File: config.mk
export PLATFORM = sky130hd
export DESIGN_NAME = instruction_fetch_unit
export DESIGN_NICKNAME = d
export VERILOG_FILES = /design/src/rtl/instruction_fetch_unit_pkg.sv /design/src/rtl/instruction_fetch_unit_pc_reg.sv /design/src/rtl/instruction_fetch_unit.sv
export SDC_FILE = /design/constraint.sdc
export NUM_CORES = 1
export LEC_CHECK = 0
export CORE_MARGIN = 2
export CORE_UTILIZATION = 40
export DETAILED_ROUTE_END_ITERATION = 8
export PLACE_DENSITY = 0.71
export SETUP_SLACK_MARGIN = 0.02
export SYNTH_ARGS = -nofsm -noshare
export SYNTH_HDL_FRONTEND = slang
export SYNTH_SLANG_ARGS = --single-unit
File: constraint.sdc
create_clock -name clk -period 3.22 [get_ports clk]
set_input_delay 0.966 -clock clk [delete_from_list [all_inputs] [get_ports clk]]
set_output_delay 0.966 -clock clk [all_outputs]
set_load 0.1 [all_outputs]
File: src/rtl/instruction_fetch_unit_pkg.sv
// Shared widths, fetch FSM states and well-known instruction words for the fetch unit.
package instruction_fetch_unit_pkg;

  localparam int ADDR_W  = 16;
  localparam int INSTR_W = 32;

  localparam logic [INSTR_W-1:0] IMEM_DEFAULT_WORD = 32'h1234ABCD;
  localparam logic [INSTR_W-1:0] NOP_WORD          = 32'h0000_0000;

  typedef enum logic [0:0] {
    S_WAIT = 1'b0,  // address out, counting memory latency
    S_HELD = 1'b1   // data ready, capture blocked by stall
  } fetch_state_e;

endpackage

File: src/rtl/instruction_fetch_unit_pc_reg.sv
// Word-address program counter: synchronous reset/load, enable-increment with natural wrap.
module instruction_fetch_unit_pc_reg
  import instruction_fetch_unit_pkg::*;
#(
  parameter logic [ADDR_W-1:0] RESET_PC = '0
) (
  input  logic              clk,
  input  logic              rst_i,
  input  logic              load_i,
  input  logic [ADDR_W-1:0] load_val_i,
  input  logic              inc_i,
  output logic [ADDR_W-1:0] pc_o
);

  logic [ADDR_W-1:0] pc_q;

  always_ff @(posedge clk) begin
    if (rst_i)       pc_q <= RESET_PC;
    else if (load_i) pc_q <= load_val_i;
    else if (inc_i)  pc_q <= pc_q + ADDR_W'(1);
  end

  assign pc_o = pc_q;

endmodule

File: src/rtl/instruction_fetch_unit.sv
// Fetch stage: holds the PC on imem_addr for WAIT_CYCLES, then captures the word into IF/ID.
module instruction_fetch_unit
  import instruction_fetch_unit_pkg::*;
#(
  parameter int                WAIT_CYCLES = 1,
  parameter logic [ADDR_W-1:0] RESET_PC    = 16'h0000
) (
  input  logic               clk,
  input  logic               rst,
  input  logic               stall,
  input  logic               flush,
  input  logic               branch_taken,
  input  logic [ADDR_W-1:0]  branch_target,
  output logic [ADDR_W-1:0]  imem_addr,
  input  logic [INSTR_W-1:0] imem_data,
  output logic [INSTR_W-1:0] if_id_instr,
  output logic [ADDR_W-1:0]  if_id_pc,
  output logic               if_id_valid
);

  localparam logic [3:0] CNT_LAST = 4'(WAIT_CYCLES - 1);

  fetch_state_e       state_q, state_d;
  logic [3:0]         cnt_q, cnt_d;
  logic [INSTR_W-1:0] instr_q, instr_d;
  logic [ADDR_W-1:0]  ipc_q, ipc_d;
  logic               valid_q, valid_d;
  logic [ADDR_W-1:0]  pc;
  logic               pc_inc, data_ready;

  instruction_fetch_unit_pc_reg #(.RESET_PC(RESET_PC)) u_pc (
    .clk        (clk),
    .rst_i      (rst),
    .load_i     (branch_taken),
    .load_val_i (branch_target),
    .inc_i      (pc_inc),
    .pc_o       (pc)
  );

  assign data_ready = (state_q == S_HELD) || (cnt_q == CNT_LAST);

  always_comb begin
    state_d = state_q;
    cnt_d   = cnt_q;
    instr_d = instr_q;
    ipc_d   = ipc_q;
    valid_d = valid_q;
    pc_inc  = 1'b0;
    if (branch_taken) begin
      // in-flight fetch is dropped; IF/ID payload is left as-is behind valid=0
      state_d = S_WAIT;
      cnt_d   = '0;
      valid_d = 1'b0;
    end else begin
      if (data_ready && !stall) begin
        instr_d = imem_data;
        ipc_d   = pc + ADDR_W'(1);
        valid_d = 1'b1;
        pc_inc  = 1'b1;
        state_d = S_WAIT;
        cnt_d   = '0;
      end else if (data_ready) begin
        state_d = S_HELD;
      end else begin
        cnt_d = cnt_q + 4'd1;
        if (!stall) valid_d = 1'b0;
      end
      if (flush) valid_d = 1'b0;
    end
  end

  always_ff @(posedge clk) begin
    if (rst) begin
      state_q <= S_WAIT;
      cnt_q   <= '0;
      instr_q <= NOP_WORD;
      ipc_q   <= '0;
      valid_q <= 1'b0;
    end else begin
      state_q <= state_d;
      cnt_q   <= cnt_d;
      instr_q <= instr_d;
      ipc_q   <= ipc_d;
      valid_q <= valid_d;
    end
  end

  assign imem_addr   = pc;
  assign if_id_instr = instr_q;
  assign if_id_pc    = ipc_q;
  assign if_id_valid = valid_q;

endmodule

## Word level (Yosys, flattened, before mapping)

Index checks and enable logic that the tools add are counted.

- Add/sub/neg operators: 2
- Equality and inequality tests: 2
- Muxes and demuxes: 7
- Bitwise logic cells: 1
- Reductions and logical operators: 9

Operator list:

| kind | count |
|---|---|
| $mux 16 | 2 |
| $add 16x1->16 const B | 1 |
| $reduce_or 3->1 | 2 |
| $mux 1 | 5 |
| $add 4x1->4 const B | 1 |
| $logic_not 4->1 | 1 |
| $ne 2x1->1 const B | 2 |
| $reduce_and 2->1 | 2 |
| $reduce_bool 2->1 | 1 |
| $logic_and 1x1->1 | 1 |
| $logic_not 1->1 | 1 |
| $logic_or 1x1->1 | 1 |
| $not 1->1 | 1 |

- Register bits after elaboration: 70
- Input bits: 53
- Output and inout port bits: 65
- Logic and storage cells: 27

## Depth between registers and ports, before layout

- Depth in word-level cells: 7
- Depth in mapped cells: 8

## Hierarchy

From an unflattened synthesis, not the netlist that was laid out.

- Cells, all modules: 376
- Area total of the unflattened synthesis: 3194.3 µm²

By module, submodules not included:

| module | times used | cells an instance | area each (µm²) |
|---|---|---|---|
| instruction_fetch_unit | 1 | 264 | 2209.6 |
| instruction_fetch_unit_pc_reg | 1 | 112 | 984.7 |

## Worst setup path before layout

Ideal clock, no wire load.

- Path kind: register to register
- Start: reg u_pc.pc_q[2] (netlist: u_pc.pc_o[2])
- End: reg ipc_q[15] (netlist: if_id_pc[15])
- Library setup time: 88 ps
- Arrival: 2492 ps
- Slack: 640 ps
- Cell stages (with the launch flop): 7
- Path buffers: 2
- Clock period less this slack: 2580 ps
- Cell sequence: dfxtp_1 buf_2 nand3_4 or3_4 buf_6 or3_1 a311oi_2

- Cells in the longest elaborated chain, start to end: 1

Ends and longest elaborated chain:

| what | RTL line | text |
|---|---|---|
| from (decl) | instruction_fetch_unit_pc_reg.sv:15 | `logic [ADDR_W-1:0] pc_q;` |
| from (signal assigned) | instruction_fetch_unit_pc_reg.sv:19 | `else if (load_i) pc_q <= load_val_i;` |
| from (signal assigned) | instruction_fetch_unit_pc_reg.sv:20 | `else if (inc_i) pc_q <= pc_q + ADDR_W'(1);` |
| $add 16x1->16 | instruction_fetch_unit.sv:57 | `ipc_d = pc + ADDR_W'(1);` |
| to (signal assigned) | instruction_fetch_unit.sv:83 | `ipc_q <= ipc_d;` |
| to (decl) | instruction_fetch_unit.sv:26 | `logic [ADDR_W-1:0] ipc_q, ipc_d;` |

Every way passes these cells.
A chain may end at the register's enable or synchronous reset.

## Final worst setup path

- Start: in stall
- End: reg u_pc.pc_q[11] (netlist: u_pc.pc_o[11])

- Cells in the longest elaborated chain, start to end: 5

Ends and longest elaborated chain:

| what | RTL line | text |
|---|---|---|
| from (decl) | instruction_fetch_unit.sv:10 | `input logic stall,` |
| $logic_not 1->1 | - |  |
| $logic_and 1x1->1 | instruction_fetch_unit.sv:55 | `if (data_ready && !stall) begin` |
| $mux 1 | instruction_fetch_unit.sv:55 |  |
| $mux 1 | instruction_fetch_unit.sv:49 | `if (branch_taken) begin` |
| $reduce_bool 2->1 (no line) | - |  |

Every way passes these cells.

==> impl_metrics.env <==
export IMPL_die_h_um=90.6
export IMPL_antenna_left=0
export IMPL_r2r_start="cnt_q[0]"
export IMPL_post_dp_cell_area_um2=4080
export IMPL_hold_end="if_id_instr[25]"
export IMPL_drt_wirelength_per_cell_um=13.6
export IMPL_max_clock_freq_mhz=391
export IMPL_layout_common_cells="nand2_1, dfxtp_1, buf_4"
export IMPL_drtPass1Iterations=4
export IMPL_worstRegToRegCells=6
export IMPL_synth_edf_count=0
export IMPL_final_max_slew_viol_count=0
export IMPL_post_cts_buffers=0
export IMPL_synthToLayoutAreaGrowth_pct=42.3
export IMPL_finalHoldViolations=0
export IMPL_endpoint_kind="flip-flop"
export IMPL_start_util_pct=41.3
export IMPL_vias=2892
export IMPL_rows=31
export IMPL_ctsHoldBuffers=0
export IMPL_cts_htree_levels=3
export IMPL_required_ns=3.47
export IMPL_die_area_um2=8200
export IMPL_power_density_nw_per_um2=526
export IMPL_postSynthCellCount=357
export IMPL_rsz0062_at_grt="false"
export IMPL_period_needed_ns=2.56
export IMPL_start_kind="primary input"
export IMPL_tightest_slew_ns=1.11
export IMPL_cts_buffers=9
export IMPL_portBuffers=117
export IMPL_timing_final_crit_share_pct=79.5
export IMPL_ys_types=38
export IMPL_final_common_cell="nand2_1"
export IMPL_hold_path_class="flip-flop to flip-flop"
export IMPL_cap_viol_max_count=0
export IMPL_overflow=0
export IMPL_layoutNonFillerInstCount=571
export IMPL_stdcell_area_um2=4270
export IMPL_track_usage_pct=19.1
export IMPL_nets=523
export IMPL_cp_max_fo=18
export IMPL_grt_pass1_wl_um=12800
export IMPL_clk_pin_slew_ns=0.07
export IMPL_power_mw=2.24
export IMPL_hpwlAfterDp_um=5540
export IMPL_fill_cells=687
export IMPL_drt_iter0_markers=78
export IMPL_outcome="finished, final reports clean"
export IMPL_clock_root_buffer="clkbuf_8"
export IMPL_ys_seq_elements=70
export IMPL_syn_avg_cell_area_um2=8.40
export IMPL_drc=0
export IMPL_dp_cells=555
export IMPL_grt_pass1_vias=2622
export IMPL_slew_headroom_pct=25.7
export IMPL_pin_count=118
export IMPL_netlist_top_cells_area="dfxtp_1, nand2_1, a21oi_1"
export IMPL_rrSetupSlack_ns=0.86
export IMPL_wl_um=7760
export IMPL_cts_repair_resized=0
export IMPL_core_um2=7250
export IMPL_fp_dieW_um=90.6
export IMPL_synth_area_um2=3000
export IMPL_clk_path_buf_depth=2
export IMPL_setup_violations=0
export IMPL_yosys_warnings=0
export IMPL_cp_arrival_ns=2.80
export IMPL_async_flop_share_pct=0
export IMPL_drive_gt1_share_pct=20.1
export IMPL_cts_tree="yes"
export IMPL_ir_drop_mv=0.192
export IMPL_cts_sinks=70
export IMPL_grt_max_degree=63
export IMPL_critical_path_class="primary input to flip-flop"
export IMPL_syn_num_nets=413
export IMPL_via_per_inst=5.06
export IMPL_p_leak_nw=1.63
export IMPL_yosys_area_top_type="dfxtp_1"
export IMPL_antenna_found_initial=0
export IMPL_clkLatencyLatePin_ns=0.34
export IMPL_gp_congestion=0.786
export IMPL_synth_top_cell_area_share_pct=46.7
export IMPL_hp_start="if_id_instr[25]"
export IMPL_synth_seq_area_share_pct=46.7
export IMPL_hold_depth=2
export IMPL_clock_skew_ns=0.00881
export IMPL_worst_r2r_endpoint="u_pc.pc_o[11]"
export IMPL_finalSetupTns_ns=0
export IMPL_diodes=0
export IMPL_ys_flop_type="dfxtp_1"
[cell type report]
cell class	count	area, um2	area share, %
tap	99	124	2.90
clock inverter	6	62.6	1.47
multi-input combinational	257	1470	34.4
sequential	70	1400	32.8
clock buffer	10	128	2.99
timing repair buffer	123	1060	24.9
inverter	6	22.5	0.528
[per-stage QoR]
stage / hold WS [ns] / util, % / setup WS [ns]
after CTS: 0.457 / 58.8 / 0.677
after global routing: 0.481 / 58.8 / 0.525
after floorplan: 0.483 / - / 0.640
after detailed placement: 0.447 / 56.2 / 0.323
after global placement: 0.443 / 56.2 / 0.380
final: 0.456 / 58.8 / 0.661
[worst max path at each step]
| stage | start | to | slack [ns] | depth (start not counted) |
|---|---|---|---|---|
| floorplan | u_pc.pc_o[2] | if_id_pc[15] | 0.64 | 6 |
| global placement | stall | u_pc.pc_o[11] | 0.38 | 5 |
| detailed placement | stall | u_pc.pc_o[11] | 0.32 | 5 |
| CTS | stall | u_pc.pc_o[11] | 0.68 | 5 |
| global route | stall | u_pc.pc_o[11] | 0.52 | 5 |
| finish | stall | u_pc.pc_o[11] | 0.66 | 5 |
[routing by layer]
| layer | global-route usage, % | share of wire [%] | vias up |
|---|---|---|---|
| met5 | 0 | 0 | - |
| met4 | 7.56 | 1.2 | 0 |
| met3 | 4.34 | 5.9 | 8 |
| met2 | 28.2 | 43 | 109 |
| met1 | 26.9 | 49 | 1299 |
| li1 | - | - | 1476 |
[state kept, by name (all words and copies together), names as in the netlist]
| register | cells |
|---|---|
| cnt_q | 4 |
| state_q | 1 |
| u_pc.pc_o | 16 |
| if_id_instr | 32 |
| if_id_valid | 1 |
| if_id_pc | 16 |
[power breakdown]
group | total (mW) | switching, mW | internal [mW]
registers | 0.957 | 0.0442 | 0.913
logic | 0.609 | 0.447 | 0.163
clock network | 0.678 | 0.322 | 0.356
[synthesized netlist by cell type, types with 2 or more instances]
library cell  number
nand2_1           75
dfxtp_1           70
nor2_1            37
a21oi_1           36
a211oi_1          18
clkbuf_1          15
a311oi_1          12
xnor2_1           10
xor2_1             9
buf_2              7
o21ai_0            7
or3_1              7
inv_1              6
o31ai_1            6
nand3_1            5
nand4_1            4
and4_1             3
ha_1               3
nand3b_1           3
o211ai_1           3
or4_1              3
nor4_1             2
[cell families (layout without fill, tap and decap cells)]
kind of cell	Yosys count	in the layout	synth area share [%]
compound gates	87	87	19.4
xor+xnor	19	19	5.55
fa+ha+maj	3	3	1.25
buf+inv	30	145	4.30
flops	70	70	46.7
simple gates	148	148	22.8
[worst max-delay path: stages]
cell and delay (ns):
clkdlybuf4s50_1 0.43, inv_1 0.11, o21ai_1 0.38, or4_1 0.63, a311oi_1 0.29
No activity file was read; power rests on OpenSTA's default activity.
